[src/rtl/switch_debounce_if.sv]
// Switch bundle between the push-button conditioner and the mode/animation state machine.
// The slave side is the conditioner; the master side drives the raw button levels.
interface switch_debounce_if;
    logic [3:0] i_Switches;
    logic [3:0] o_Switches;
    logic [3:0] o_Press;
    logic [3:0] o_Release;
    logic [3:0] o_Hold;

    modport master (
        output i_Switches,
        input  o_Switches,
        input  o_Press,
        input  o_Release,
        input  o_Hold
    );

    modport slave (
        input  i_Switches,
        output o_Switches,
        output o_Press,
        output o_Release,
        output o_Hold
    );
endinterface

[src/rtl/switch_debounce.sv]
// Four-channel push-button conditioner: 2-flop synchroniser, stability counter, press/release pulses.
// Long-press (o_Hold) detection is built only when SWITCH_DEBOUNCE_HOLD_EN is defined.
module switch_debounce #(
    parameter int g_DEBOUNCE_LIMIT = 250000,
    parameter int g_HOLD_DELAY     = 75000000
) (
    input  logic               i_Clk,
    input  logic               i_Rst,
    switch_debounce_if.slave   sw_if
);

    localparam int              CW    = $clog2(g_DEBOUNCE_LIMIT + 1);
    localparam logic [CW-1:0]   LIMIT = CW'(g_DEBOUNCE_LIMIT);

    if (g_DEBOUNCE_LIMIT < 1 || g_HOLD_DELAY < 0) begin : g_bad_param
        $error("switch_debounce: g_DEBOUNCE_LIMIT must be >= 1 and g_HOLD_DELAY >= 0");
    end

    logic [3:0] sync1_q, sync2_q;
    logic [3:0] sw_q, sw_d;
    logic [3:0] press_q, press_d;
    logic [3:0] release_q, release_d;

    always_ff @(posedge i_Clk or posedge i_Rst) begin
        if (i_Rst) begin
            sync1_q   <= '0;
            sync2_q   <= '0;
            sw_q      <= '0;
            press_q   <= '0;
            release_q <= '0;
        end else begin
            sync1_q   <= sw_if.i_Switches;
            sync2_q   <= sync1_q;
            sw_q      <= sw_d;
            press_q   <= press_d;
            release_q <= release_d;
        end
    end

    for (genvar gi = 0; gi < 4; gi++) begin : g_ch
        logic [CW-1:0] cnt_q, cnt_d;
        logic          differs;
        logic          expired;

        assign differs = (sync2_q[gi] != sw_q[gi]);
        // The counter only reaches LIMIT after LIMIT consecutive mismatches; one more flips the level.
        assign expired = differs && (cnt_q == LIMIT);

        always_comb begin
            cnt_d = '0;
            if (differs && !expired) begin
                cnt_d = cnt_q + CW'(1);
            end
        end

        always_ff @(posedge i_Clk or posedge i_Rst) begin
            if (i_Rst) begin
                cnt_q <= '0;
            end else begin
                cnt_q <= cnt_d;
            end
        end

        assign sw_d[gi]      = expired ? sync2_q[gi] : sw_q[gi];
        assign press_d[gi]   = expired &  sync2_q[gi];
        assign release_d[gi] = expired & ~sync2_q[gi];
    end

    assign sw_if.o_Switches = sw_q;
    assign sw_if.o_Press    = press_q;
    assign sw_if.o_Release  = release_q;

`ifdef SWITCH_DEBOUNCE_HOLD_EN
    localparam logic [31:0] HOLD = 32'(g_HOLD_DELAY);

    logic [3:0] hold_q, hold_d;

    for (genvar gi = 0; gi < 4; gi++) begin : g_hold
        logic [31:0] hcnt_q, hcnt_d;
        logic        fired_q, fired_d;
        logic        hold_ch;

        // Counting starts the cycle after the press pulse and freezes at HOLD; fired_q limits one pulse per press.
        always_comb begin
            hcnt_d  = '0;
            fired_d = 1'b0;
            hold_ch = 1'b0;
            if (sw_q[gi]) begin
                hcnt_d  = hcnt_q;
                fired_d = fired_q;
                if (hcnt_q == HOLD) begin
                    if (!fired_q) begin
                        hold_ch = 1'b1;
                        fired_d = 1'b1;
                    end
                end else begin
                    hcnt_d = hcnt_q + 32'd1;
                end
            end
        end

        always_ff @(posedge i_Clk or posedge i_Rst) begin
            if (i_Rst) begin
                hcnt_q  <= '0;
                fired_q <= 1'b0;
            end else begin
                hcnt_q  <= hcnt_d;
                fired_q <= fired_d;
            end
        end

        assign hold_d[gi] = hold_ch;
    end

    always_ff @(posedge i_Clk or posedge i_Rst) begin
        if (i_Rst) begin
            hold_q <= '0;
        end else begin
            hold_q <= hold_d;
        end
    end

    assign sw_if.o_Hold = hold_q;
`else
    assign sw_if.o_Hold = 4'b0000;
`endif

endmodule

[src/flat_wrapper.sv]
// flat-port wrapper written by rule: the top's interface ports become plain ports
module switch_debounce_flat 
#(
    parameter int g_DEBOUNCE_LIMIT = 250000,
    parameter int g_HOLD_DELAY     = 75000000
)
  (i_Clk, i_Rst, sw_if_i_Switches, sw_if_o_Switches, sw_if_o_Press, sw_if_o_Release, sw_if_o_Hold);
  switch_debounce_if sw_if_i ();
  input  logic i_Clk;
  input  logic i_Rst;
  input wire logic [$bits(sw_if_i.i_Switches)-1:0] sw_if_i_Switches;
  output wire logic [$bits(sw_if_i.o_Switches)-1:0] sw_if_o_Switches;
  output wire logic [$bits(sw_if_i.o_Press)-1:0] sw_if_o_Press;
  output wire logic [$bits(sw_if_i.o_Release)-1:0] sw_if_o_Release;
  output wire logic [$bits(sw_if_i.o_Hold)-1:0] sw_if_o_Hold;
  assign sw_if_i.i_Switches = sw_if_i_Switches;
  assign sw_if_o_Switches = sw_if_i.o_Switches;
  assign sw_if_o_Press = sw_if_i.o_Press;
  assign sw_if_o_Release = sw_if_i.o_Release;
  assign sw_if_o_Hold = sw_if_i.o_Hold;
  switch_debounce #(.g_DEBOUNCE_LIMIT(g_DEBOUNCE_LIMIT), .g_HOLD_DELAY(g_HOLD_DELAY)) u_core (.i_Clk(i_Clk), .i_Rst(i_Rst), .sw_if(sw_if_i));
endmodule
[config.mk]
export PLATFORM = sky130hd
export DESIGN_NAME = switch_debounce_flat
export DESIGN_NICKNAME = d
export VERILOG_FILES = /design/src/rtl/switch_debounce_if.sv /design/src/rtl/switch_debounce.sv /design/src/flat_wrapper.sv
export SDC_FILE = /design/constraint.sdc
export NUM_CORES = 1
export LEC_CHECK = 0
export ABC_CLOCK_PERIOD_IN_PS = 4000
export CAP_MARGIN = 10
export CELL_PAD_IN_SITES_DETAIL_PLACEMENT = 0
export CELL_PAD_IN_SITES_GLOBAL_PLACEMENT = 2
export CORE_MARGIN = 2
export CORE_UTILIZATION = 41
export CTS_BUF_LIST = sky130_fd_sc_hd__clkbuf_8
export DETAILED_ROUTE_END_ITERATION = 10
export PLACE_DENSITY = 0.87
export SYNTH_ARGS = -nofsm -noshare
export SYNTH_HDL_FRONTEND = slang
export SYNTH_SLANG_ARGS = --single-unit
[constraint.sdc]
create_clock -name i_Clk -period 4 [get_ports i_Clk]
set_input_delay 0.8 -clock i_Clk [delete_from_list [all_inputs] [get_ports i_Clk]]
set_output_delay 0.8 -clock i_Clk [all_outputs]
set_load 0.005 [all_outputs]
# Word level (Yosys, flattened, before mapping)
# Cells that the tools add are included.
totals:
  inputBits: 6
  reg_bits: 92
  wordCells: 52
  out_inout_bits: 16
op_classes:
  n_eq_ne: 8
  reduce_logical: 12
  n_addsub: 4
  n_mux: 4
  bitwise: 12
ops:
  columns: ["cell", "count"]
  rows:
  - ["adder 18 x 1 -> 18 bit (second input constant)", 4]
  - ["equality test 18 bit (second input constant)", 4]
  - ["two-way mux 18 bit", 4]
  - ["AND 1 bit", 8]
  - ["logical AND 1 bit", 8]
  - ["logical NOT 1 bit", 4]
  - ["!= test 1 bit", 4]
  - ["inverter 1 bit", 4]

# Logic depth before layout (Yosys ltp)
depth:
  ltp_word: 5
  mapped_depth: 8
  mapped_depth_nobuf: 6

# Worst setup path after synthesis
# Ideal clock, no wire load.
synth_path:
  kind: "register -> register"
  start: "register u_core.g_ch[0].cnt_q[0]"
  end: "register u_core.g_ch[0].cnt_q[10]"
  t_required_ns: 3.879
  setup_time_ns: 0.121
  stages_incl_launch_ff: 8
  path_slack_ns: 2.250
  t_arrival_ns: 1.629
  cell_sequence: "dfrtp_1 > inv_1 > ha_1 > nor4bb_1 > nand3_1 > o21ai_1 > buf_2 > nor2_1"
synth_via:
  elab_chain_len: 5
  elab_cells_between_ends: 6
  classes_between: "1 x add/sub; 1 x eq/ne; 1 x mux; 3 x reduce/logical"
synth_rtl:
  columns: ["element", "line_no", "text"]
  rows:
  - ["start, declared", "switch_debounce.sv:41", "logic [CW-1:0] cnt_q, cnt_d;"]
  - ["start signal, assigned", "switch_debounce.sv:60", "cnt_q <= cnt_d;"]
  - ["parallel branches: the longest is 4 deep, another holds adder 18 x 1 -> 18 bit", null, null]
  - ["two-way mux 18 bit (*)", "switch_debounce.sv:51", "if (differs && !expired) begin"]
  - ["via u_core.g_ch[0].cnt_d[10]", "switch_debounce.sv:41", null]
# Mark *: on every way through the listed nets, which the timed path passes.
# A chain may end at the register's enable or synchronous reset.

# Final worst setup path
layout_path:
  start: "register u_core.g_ch[0].cnt_q[0]"
  end: "register u_core.g_ch[0].cnt_q[8]"
# The elaborated chain is that of the path after synthesis.

==> flow_summary.yaml <==
critical_path:
  cp_cell_sequence: "inv_1 > ha_1 > nor4bb_1 > nand3_1 > o21ai_1 > nor2_1"
  start_kind: "flip-flop"
  crit_path_max_incr_delay_ns: 0.89
  cp_data_arrival_time_ns: 2.53
  required_ns: 4.20
  cpMaxStageDelayCell: "o21ai_1"
  crit_path_end_kind: "flip-flop"
  crit_fanout: 16
  path_class: "reg2reg"
cells_and_area:
  drive_gt1_share_pct: 6.027
  areaGrowthSynthToFinish_pct: 11.14
  antenna_cells: 0
  multi_input_area_sq_um: 1916
  final_area_sq_um: 4830
  nNetsFinal: 458
  n_fill_cell: 950
  seq_area_sq_um: 2302
synthesis:
  synth_seq_cells: 92
  ys_async_sr_fraction_pct: 100.0
  synth.top_cell.area_share_pct: 52.98
  postSynthCellCount: 423
  synth_edf_count: 0
  syn_avg_cell_area_sq_um: 10.27
  synthTopCellsByArea: "dfrtp_1 53%, xnor2_1 8.1%, nor2_1 6.5%, xor2_1 4.2%, nand3_1 3.1%"
  yosys_warnings: 0
  yosys_most_used_dff: "dfrtp_1"
  ys_seq_area_share_pct: 52.98
  yosys.area.top_type: "dfrtp_1"
  synth_area_sq_um: 4345
  synth_most_common_cell: "dfrtp_1"
  synth_common_cells: "92 x dfrtp_1, 75 x nor2_1, 40 x xnor2_1, 27 x nand3_1, 21 x xor2_1"
  synth.distinct_cells: 39
clocking:
  postCtsHoldBufs: 0
  clk_path_buf_depth: 2
  clkTransAtPathRegs_ns: 0.09
  cts_htree_levels: 3
  numCtsBuffers: 9
  cts_resized: 0
  tritoncts: "built"
  cts_root_buffer: "clkbuf_8"
  cts_setup_buffers: 0
  cts.sinks: 92
  clock_latency_ns: 0.37
timing:
  min_period_over_period_pct: 58.15
  max_freq_mhz: 429.9
  fin_crit_ns: 2.326
  skew_ns: 0.01060
  maxSlewViolCount: 0
  maxSlewHeadroom_pct: 21.58
  hold_slack_ns: 0.3566
  hold_viol: 0
  rsz0062_at_grt: "no"
  tightest_slew_ns: 1.169
  tns_ns: 0
  finalSetupViolCount: 0
placed_design:
  dpl_cell_area_sq_um: 4654
  io_buffers: 17
  dp_hpwl_mm: 5.169
  gp_congestion: 0.7488
die:
  start_util_pct: 42.09
  pin_count: 22
  fp.dieW_microns: 107.0
  core_area_sq_um: 10320
  num_rows: 37
  die_area_sq_um: 11440
  fp.dieH_microns: 107.0
global_routing:
  grt_start_max_net_pins: 48
  grt_pass1_vias: 3064
  grt_first_pass_wirelength_mm: 13.85
  grt_usage_pct: 15.14
  gr-total-overflow: 0
  antenna_found_initial: 0
power:
  power_density_nw_per_um2: 325.5
  leakagePower_nw: 1.982
  ir_worst_vdd_v: 0.0001224
status:
  outcome: "finished, final reports clean"
drt:
  vias_per_cell: 5.166
  post_drt_wl_per_cell_microns: 13.41
  dr.pass1.iters: 4
  routed_wl_mm: 7.829
  drc: 0
  vias: 3017
  drtIter0Drc: 102
  ant_nets: 0
run:
  maxCapViolCount: 0
worst_hold_path:
  min_path_type: "reg2reg"
## path summary, 6_finish.rpt
kind,from,to,slack (ns),depth (start not counted)
max reg2reg,u_core.g_ch[0].cnt_q[0]$_DFF_PP0_,u_core.g_ch[0].cnt_q[8]$_DFF_PP0_,1.67,6
max in group asynchronous,i_Rst,u_core.g_ch[2].cnt_q[7]$_DFF_PP0_,2.41,3
max,u_core.g_ch[0].cnt_q[0]$_DFF_PP0_,u_core.g_ch[0].cnt_q[8]$_DFF_PP0_,1.67,6
min in group asynchronous,i_Rst,u_core.g_ch[3].cnt_q[15]$_DFF_PP0_,0.90,2
min reg2reg,u_core.sync1_q[3]$_DFF_PP0_,u_core.sync2_q[3]$_DFF_PP0_,0.36,0
min,u_core.sync1_q[3]$_DFF_PP0_,u_core.sync2_q[3]$_DFF_PP0_,0.36,0
## state kept, by name (all words and copies together) (netlist names)
register / flops
u_core.sw_if.o_Release: 4
u_core.sw_if.o_Press: 4
u_core.sync1_q: 4
u_core.g_ch.cnt_q: 72
u_core.sync2_q: 4
u_core.sw_if.o_Switches: 4
## area by class of cell
type	count	area share (%)
clock inverters	6	0.8290
inverters	20	1.580
multi-input cells	302	39.66
repair buffers	19	4.171
well taps	136	3.523
clock buffers	9	2.565
flip-flops and latches	92	47.67
## kinds of logic after synthesis
group / synth area share [%]
other: 0.08630
flip-flops: 52.98
AO/OA/AOI/OAI: 2.706
buffers and inverters: 3.196
AND/OR/NAND/NOR: 25.40
adder cells (fa/ha/maj): 2.304
XOR/XNOR: 12.30
multiplexers: 1.036
## power breakdown
part	switching (mW)	internal (mW)
sequential	0.0155	0.943
combinational	0.0431	0.0222
clock	0.326	0.222
total	0.385	1.19
## placed cells by master (no fill, tap or decap), types with 4 or more instances in the layout
cell and count:
dfrtp_1 92, nor2_1 75, xnor2_1 40, nand3_1 27, xor2_1 21, nand4_1 20
inv_1 19, nor4_1 17, clkdlybuf4s50_1 17, nand2_1 14, nor3_1 11, and3_1 9
clkbuf_8 9, nor3b_1 8, ha_1 8, and4_1 5, a21oi_1 5, nand4b_1 4
clkinv_2 4, mux2_2 4, conb_1 4
## critical path: cells and delay by family, from the launching register on
kind                     cells  cell delay [ns]
buffers and inverters        1             0.07
adder cells (fa/ha/maj)      1             0.13
flip-flops                   1             0.43
AO/OA/AOI/OAI                1             0.89
AND/OR/NAND/NOR              3             0.64
## stage by stage
stage               instances  setup WS, ns  total power [mW]  utilization [%]
finish                    584         1.674             1.572            46.78
global route              584         1.384             1.646            46.78
CTS                       583         1.675             1.601            46.67
detailed placement        568         1.683             1.044            45.09
global placement          568         1.753             1.041            45.09
floorplan                 426        0.8080             1.021                -
## layer usage
layer	GRT usage (%)	part of all wire, %	wire length (microns)	vias up
met5	0	0	0	-
met4	7.792	2.1	165	0
met3	2.249	2.2	169	10
met2	23.57	47	3666	40
met1	20.59	49	3827	1471
li1	-	-	-	1496
(Power assumes the default switching activity.)
